===== src/rtl/seq_chunk_adder_if.sv =====
// Handshake bundle for seq_chunk_adder: operand request side and result side.
// The master drives operands and out_ready; the slave (the adder) drives the rest.
interface seq_chunk_adder_if #(
  parameter int WIDTH = 16
);
  logic             in_valid;
  logic             in_ready;
  logic [WIDTH-1:0] a;
  logic [WIDTH-1:0] b;
  logic             c_in;
  logic             sub;
  logic             out_valid;
  logic             out_ready;
  logic [WIDTH-1:0] sum;
  logic             c_out;
  logic             overflow;
  logic             busy;

  modport master (
    output in_valid, a, b, c_in, sub, out_ready,
    input  in_ready, out_valid, sum, c_out, overflow, busy
  );

  modport slave (
    input  in_valid, a, b, c_in, sub, out_ready,
    output in_ready, out_valid, sum, c_out, overflow, busy
  );
endinterface


===== src/rtl/seq_chunk_adder.sv =====
// Multi-cycle adder/subtractor: processes one CHUNK-bit slice per clock, LSB first,
// with the inter-slice carry held in a register.
//
// state | meaning
// IDLE  | in_ready=1, waiting for an operation
// CALC  | adding slice idx_q, one slice per clock
// DONE  | result held with out_valid=1 until out_ready
module seq_chunk_adder #(
  parameter int WIDTH = 16,
  parameter int CHUNK = 4
) (
  input logic              clk,
  input logic              rst,
  seq_chunk_adder_if.slave bus
);
  localparam int NCHUNK = WIDTH / CHUNK;
  localparam int IDX_W  = (NCHUNK > 1) ? $clog2(NCHUNK) : 1;
  localparam logic [WIDTH-1:0] SLICE_MASK = WIDTH'({CHUNK{1'b1}});

  typedef enum logic [1:0] {IDLE, CALC, DONE} state_t;

  state_t           state_q, state_d;
  logic [IDX_W-1:0] idx_q, idx_d;
  logic             carry_q, carry_d;
  logic [WIDTH-1:0] a_q, a_d;
  logic [WIDTH-1:0] b_q, b_d;
  logic [WIDTH-1:0] sum_q, sum_d;
  logic             c_out_q, c_out_d;
  logic             ovf_q, ovf_d;

  logic [31:0]      sh;
  logic [WIDTH-1:0] a_shift, b_shift;
  logic [CHUNK-1:0] a_slice, b_slice;
  logic [CHUNK:0]   slice_sum;
  logic             c_into_msb;

  always_comb begin
    sh         = 32'(idx_q) * CHUNK;
    a_shift    = a_q >> sh;
    b_shift    = b_q >> sh;
    a_slice    = a_shift[CHUNK-1:0];
    b_slice    = b_shift[CHUNK-1:0];
    slice_sum  = {1'b0, a_slice} + {1'b0, b_slice} + {{CHUNK{1'b0}}, carry_q};
    // Carry into the slice MSB recovered from the sum bit: s = a ^ b ^ cin.
    c_into_msb = a_slice[CHUNK-1] ^ b_slice[CHUNK-1] ^ slice_sum[CHUNK-1];
  end

  always_comb begin
    state_d = state_q;
    idx_d   = idx_q;
    carry_d = carry_q;
    a_d     = a_q;
    b_d     = b_q;
    sum_d   = sum_q;
    c_out_d = c_out_q;
    ovf_d   = ovf_q;
    unique case (state_q)
      IDLE: begin
        if (bus.in_valid) begin
          a_d     = bus.a;
          b_d     = bus.sub ? ~bus.b : bus.b;
          carry_d = bus.sub ? 1'b1 : bus.c_in;
          idx_d   = '0;
          state_d = CALC;
        end
      end
      CALC: begin
        sum_d   = (sum_q & ~(SLICE_MASK << sh)) |
                  ((WIDTH'(slice_sum[CHUNK-1:0])) << sh);
        carry_d = slice_sum[CHUNK];
        idx_d   = idx_q + 1'b1;
        if (idx_q == IDX_W'(NCHUNK - 1)) begin
          c_out_d = slice_sum[CHUNK];
          ovf_d   = c_into_msb ^ slice_sum[CHUNK];
          state_d = DONE;
        end
      end
      DONE: begin
        if (bus.out_ready) state_d = IDLE;
      end
      default: state_d = IDLE;
    endcase
  end

  always_ff @(posedge clk) begin
    if (rst) begin
      state_q <= IDLE;
      idx_q   <= '0;
      carry_q <= 1'b0;
      a_q     <= '0;
      b_q     <= '0;
      sum_q   <= '0;
      c_out_q <= 1'b0;
      ovf_q   <= 1'b0;
    end else begin
      state_q <= state_d;
      idx_q   <= idx_d;
      carry_q <= carry_d;
      a_q     <= a_d;
      b_q     <= b_d;
      sum_q   <= sum_d;
      c_out_q <= c_out_d;
      ovf_q   <= ovf_d;
    end
  end

  assign bus.in_ready  = (state_q == IDLE);
  assign bus.out_valid = (state_q == DONE);
  assign bus.busy      = (state_q != IDLE);
  assign bus.sum       = sum_q;
  assign bus.c_out     = c_out_q;
  assign bus.overflow  = ovf_q;
endmodule


===== src/flat_wrapper.sv =====
// flat-port wrapper written by rule: the top's interface ports become plain ports
module seq_chunk_adder_flat 
#(
  parameter int WIDTH = 16,
  parameter int CHUNK = 4
)
  (clk, rst, bus_in_valid, bus_a, bus_b, bus_c_in, bus_sub, bus_out_ready, bus_in_ready, bus_out_valid, bus_sum, bus_c_out, bus_overflow, bus_busy);
  seq_chunk_adder_if #(.WIDTH(WIDTH)) bus_i ();
  input logic clk;
  input logic rst;
  input wire logic [$bits(bus_i.in_valid)-1:0] bus_in_valid;
  input wire logic [$bits(bus_i.a)-1:0] bus_a;
  input wire logic [$bits(bus_i.b)-1:0] bus_b;
  input wire logic [$bits(bus_i.c_in)-1:0] bus_c_in;
  input wire logic [$bits(bus_i.sub)-1:0] bus_sub;
  input wire logic [$bits(bus_i.out_ready)-1:0] bus_out_ready;
  output wire logic [$bits(bus_i.in_ready)-1:0] bus_in_ready;
  output wire logic [$bits(bus_i.out_valid)-1:0] bus_out_valid;
  output wire logic [$bits(bus_i.sum)-1:0] bus_sum;
  output wire logic [$bits(bus_i.c_out)-1:0] bus_c_out;
  output wire logic [$bits(bus_i.overflow)-1:0] bus_overflow;
  output wire logic [$bits(bus_i.busy)-1:0] bus_busy;
  assign bus_i.in_valid = bus_in_valid;
  assign bus_i.a = bus_a;
  assign bus_i.b = bus_b;
  assign bus_i.c_in = bus_c_in;
  assign bus_i.sub = bus_sub;
  assign bus_i.out_ready = bus_out_ready;
  assign bus_in_ready = bus_i.in_ready;
  assign bus_out_valid = bus_i.out_valid;
  assign bus_sum = bus_i.sum;
  assign bus_c_out = bus_i.c_out;
  assign bus_overflow = bus_i.overflow;
  assign bus_busy = bus_i.busy;
  seq_chunk_adder #(.WIDTH(WIDTH), .CHUNK(CHUNK)) u_core (.clk(clk), .rst(rst), .bus(bus_i));
endmodule

===== config.mk =====
export PLATFORM = sky130hd
export DESIGN_NAME = seq_chunk_adder_flat
export DESIGN_NICKNAME = d
export VERILOG_FILES = /design/src/rtl/seq_chunk_adder_if.sv /design/src/rtl/seq_chunk_adder.sv /design/src/flat_wrapper.sv
export SDC_FILE = /design/constraint.sdc
export NUM_CORES = 1
export LEC_CHECK = 0
export CAP_MARGIN = 20
export CORE_MARGIN = 3
export CORE_UTILIZATION = 49
export DETAILED_ROUTE_END_ITERATION = 7
export PLACE_DENSITY_LB_ADDON = 0.08
export SLEW_MARGIN = 20
export SYNTH_ARGS = -nofsm -noshare
export SYNTH_HDL_FRONTEND = slang
export SYNTH_SLANG_ARGS = --single-unit

===== constraint.sdc =====
create_clock -name clk -period 3.1 [get_ports clk]
set_input_delay 0.93 -clock clk [delete_from_list [all_inputs] [get_ports clk]]
set_output_delay 0.93 -clock clk [all_outputs]
set_load 0.05 [all_outputs]

== Yosys cells after proc, flatten, opt, wreduce, memory -nomap -nowiden ==
Index checks and enable logic that the tools add are counted.
Word-level totals
  input port bits: 38
  word-level logic and storage cells: 45
  register bits: 55
Cells by class
  equality and inequality tests: 6
  shifts and indexed selects: 4
  multiplexer cells: 10
  bitwise logic cells: 7
  $add $sub $neg: 3
  reductions and logical operators: 7
Operators with widths (number)
  $not 16->16: 2
  $shr 16x4->4: 2
  $and 16x16->16: 1
  $mux 16: 1
  $or 16x16->16: 1
  $shl 4x4->16: 1
  $shl 4x4->16 const A: 1
  $mux 2: 4
  $pmux 2 s3: 1
  $reduce_and 2->1: 3
  $add 4x4->5: 1
  $add 5x1->5: 1
  $eq 2x2->1 const B: 2
  $ne 2x2->1 const B: 2
  $pmux 2 s2: 1
  $reduce_bool 2->1: 2
  $reduce_and 3->1: 1
  $xor 1x1->1: 3
  $add 2x1->2 const B: 1
  $eq 2x1->1 const B: 1
  $logic_not 2->1: 1
  $mux 1: 2
  $ne 2x1->1 const B: 1
  $pmux 1 s2: 1

== Logic depth before layout (Yosys ltp) ==
  word-level depth: 5
  mapped depth: 8
  mapped depth without buffers: 7

== Worst setup path before layout ==
Ideal clock, no wire load.
  path kind: reg2reg
  from: reg u_core.idx_q[0]
  to: reg u_core.ovf_q (netlist: u_core.bus.overflow)
  slack: 0.367 ns
  clock period less this slack: 2.733 ns
  data arrival time: 2.648 ns
  buffers on the path: 1
  data required time: 3.014 ns
  cell stages (with the launch flop): 9
  cell sequence: dfxtp_1 buf_4 mux4_2 fa_1 fa_1 a21o_1 a21oi_2 xnor2_1 a211oi_1
On the way
  longest elaborated chain between the ends: 5
  elaborated cells on any way between the ends: 9
Ends and longest elaborated chain
  start: declaration: line seq_chunk_adder.sv:23  | logic [IDX_W-1:0] idx_q, idx_d;
  start signal: assignment: line seq_chunk_adder.sv:97  | idx_q <= idx_d;
  $shr 16x4->4, on equally long branches: line seq_chunk_adder.sv:39, seq_chunk_adder.sv:40
  $add 4x4->5: line seq_chunk_adder.sv:43  | slice_sum = {1'b0, a_slice} + {1'b0, b_slice} + {{CHUNK{1'b0}}, carry_q};
  $add 5x1->5: line seq_chunk_adder.sv:43
  $xor 1x1->1: line seq_chunk_adder.sv:45  | c_into_msb = a_slice[CHUNK-1] ^ b_slice[CHUNK-1] ^ slice_sum[CHUNK-1];
  $xor 1x1->1: line seq_chunk_adder.sv:74  | ovf_d = c_into_msb ^ slice_sum[CHUNK];
  end signal: assignment: line seq_chunk_adder.sv:103  | ovf_q <= ovf_d;
  end: declaration: line seq_chunk_adder.sv:29  | logic ovf_q, ovf_d;
Parallel ways exist; a longest one is shown, timed or not.
A chain may end at the register's enable or synchronous reset.

== Worst setup path in the final report ==
Ends and elaborated chain as after synthesis.

==> reports/qor.txt <==
Status -> complete, no violations
Residual DRC -> 0
Vias in the first global route -> 1810
Ys Warns -> 0
Overflow left after global routing -> 0
Most frequent cells in the layout -> clkdlybuf4s50_1, dfxtp_1, nand2_1, nor2_1, a21oi_1
Minimum clock period -> 2730 ps
Cells after synthesis -> 265
Count of cell types in the netlist -> 31
Vias -> 2000
Simple-gate portion of the synthesized area -> 16.7%
Via density per instance -> 5.17
Critical path startpoint -> u_core.idx_q[0]
Unrepaired setup endpoints after global routing -> false
Crit end category -> flip-flop
Initial antenna violation count -> 0
Async S/R FF share, synth -> 0%
Final core occ -> 66.7%
Synth Area in Adders -> 5.16%
Overall power -> 0.00146 W
Crit path to -> u_core.bus.overflow
Crit share post-route -> 88.1%
Leak Pwr -> 1.16 nW
Post-synthesis compound-gate area fraction -> 15.7%
Hold depth -> 2
Slew headroom -> 44.4%
Clock sinks -> 55
Die width -> 77.1 um
Clk_skew -> 8.90 ps
# Max-Cap Violations -> 0
CP required -> 3310 ps
Post-Synth XOR/XNOR Area -> 6.73%
Initial Utilization -> 51.7%
Placeable core area -> 4790 um^2
Critical path class -> flip-flop to flip-flop
EDFF count, synth -> 0
Pwr dens -> 458 nW/um^2
Syn_nets -> 312
# fillers -> 424
Clk pin slew, worst setup/hold paths -> 100 ps
Seq cells post-synth -> 55
Final WL -> 5020 um
CTS tree -> done
Routability cong. -> 0.770
Mapped cell area -> 2470 um^2
Die Footprint -> 5940 um^2
Fin. max-slew vios -> 0
Layout cells sized above 1 -> 8.13%
Largest net degree at the start of global routing -> 52
Hold_buf cts -> 0
Largest family of logic cells by synthesized area -> simple AND/OR/NAND/NOR gates
Hold Crit Class -> flip-flop to flip-flop
ANT cells -> 0
# resized after CTS -> 0
Iter 0 DRT Violations -> 140
CTS buffer count -> 5
First-pass GRT wire length -> 8580 um
Layout Nets -> 366
R2R setup slack -> 370 ps
WP data arrival -> 2950 ps
WL/cell -> 13.0 um
1st-pass router iterations -> 5
Leading cell type in the layout, fill and taps excluded -> clkdlybuf4s50_1
Most common flop cell mapped by yosys -> dfxtp_1
GRT Util Overall -> 17.7%
Worst-path maximum fanout -> 6
R2r startpoint -> u_core.idx_q[0]
Peak VDD IR -> 263 uV
CTS H-Tree Depth -> 2
Worst-case clock buffer depth -> 2
Mux share of post-synthesis cell area -> 7.28%
R2R Path End -> u_core.bus.overflow
Worst-Margin Slew -> 834 ps
Post-route setup TNS -> 0 ps
Area delta synth->final -> 29.0%
Final hold violation count -> 0
Share of the yosys chip area belonging to registers -> 44.5%
Num ports -> 59
Routed Antenna Nets -> 0
Mean post-synth cell area -> 9.33 um^2
Rows -> 25
Postcts setup bufs -> 0
Final setup viols -> 0
Post-DP HPWL -> 3650 um
IO buf count -> 58
F_max -> 366 MHz
Worst-skew pair later-pin latency -> 300 ps
Vert. Die Dim -> 77.1 um
Startpoint Class -> flip-flop
CTS root buf -> clkbuf_8
Reg2reg path depth -> 7
==> worst max-delay path, cell delays in order, from the launching register on <==
cell and delay (ps):
dfxtp_1 510, mux4_2 560, fa_1 440, fa_1 420
a21o_1 180, a21oi_2 200, xnor2_1 100, a211oi_1 230
==> synth_stat cells, types with 3 or more instances <==
| master | n | area share (%) |
|---|---|---|
| a211oi_1 | 18 | 5.5 |
| a21oi_1 | 20 | 4.0 |
| a22oi_1 | 12 | 3.6 |
| buf_2 | 6 | 1.2 |
| buf_4 | 3 | 0.91 |
| clkbuf_1 | 7 | 1.1 |
| dfxtp_1 | 55 | 45 |
| ha_1 | 7 | 3.5 |
| mux4_2 | 8 | 7.3 |
| nand2_1 | 39 | 5.9 |
| nand2b_1 | 5 | 1.3 |
| nand3b_1 | 4 | 1.2 |
| nor2_1 | 36 | 5.5 |
| nor3_1 | 4 | 0.81 |
| o21ai_0 | 3 | 0.61 |
| xnor2_1 | 17 | 6.0 |
==> layout make-up <==
type / instances / area, um^2 / share of cell area [%]
multi-input cells: 190 / 1280 / 40.1
flip-flops and latches: 55 / 1100 / 34.5
repair buffers: 64 / 633 / 19.8
well taps: 67 / 83.8 / 2.63
clock buffers: 7 / 76.3 / 2.39
inverters: 3 / 11.3 / 0.353
clock inverters: 1 / 5.00 / 0.157
==> how the worst min path moves through the flow <==
stage / start / to
floorplan: u_core.a_q[10] / u_core.a_q[10]
global placement: u_core.a_q[3] / u_core.a_q[3]
detailed placement: u_core.a_q[3] / u_core.a_q[3]
CTS: u_core.a_q[3] / u_core.a_q[3]
global route: u_core.a_q[12] / u_core.a_q[12]
finish: u_core.a_q[3] / u_core.a_q[3]
==> layer usage <==
| metal | GRT usage, % | part of all wire (%) | up-vias |
|---|---|---|---|
| li1 | - | - | 1028 |
| met1 | 23.9 | 47 | 910 |
| met2 | 28.4 | 46 | 57 |
| met5 | 0 | 0 | - |
| met4 | 5.87 | 1.3 | 0 |
| met3 | 3.64 | 5.0 | 5 |
==> sequential cells by signal, indices dropped and copies added (netlist names) <==
register	count
u_core.carry_q	1
u_core.bus.c_out	1
u_core.b_q	16
u_core.bus.sum	16
u_core.bus.overflow	1
u_core.a_q	16
u_core.state_q	2
u_core.idx_q	2
==> power breakdown <==
part           switching (W)  total [W]  internal, W
Clock               0.000218   0.000378     0.000159
Combinational       0.000163   0.000310     0.000147
Sequential         0.0000269   0.000775     0.000748
==> metrics by stage <==
step | setup WS, ps | instances | hold slack [ps] | area, um^2
after floorplan | 367 | 265 | 433 | 2470
after global placement | 459 | 379 | 442 | 3110
after detailed placement | 382 | 379 | 448 | 3110
after CTS | 352 | 387 | 461 | 3190
after global routing | 155 | 387 | 485 | 3190
final | 368 | 387 | 461 | 3190
==> cell families after synthesis <==
| group | count (synthesis) |
|---|---|
| compound gates | 59 |
| xor+xnor | 19 |
| fa+ha+maj | 9 |
| buf+inv | 20 |
| flops | 55 |
| mux | 8 |
| simple gates | 95 |
Power figures use the tool's default switching activity.
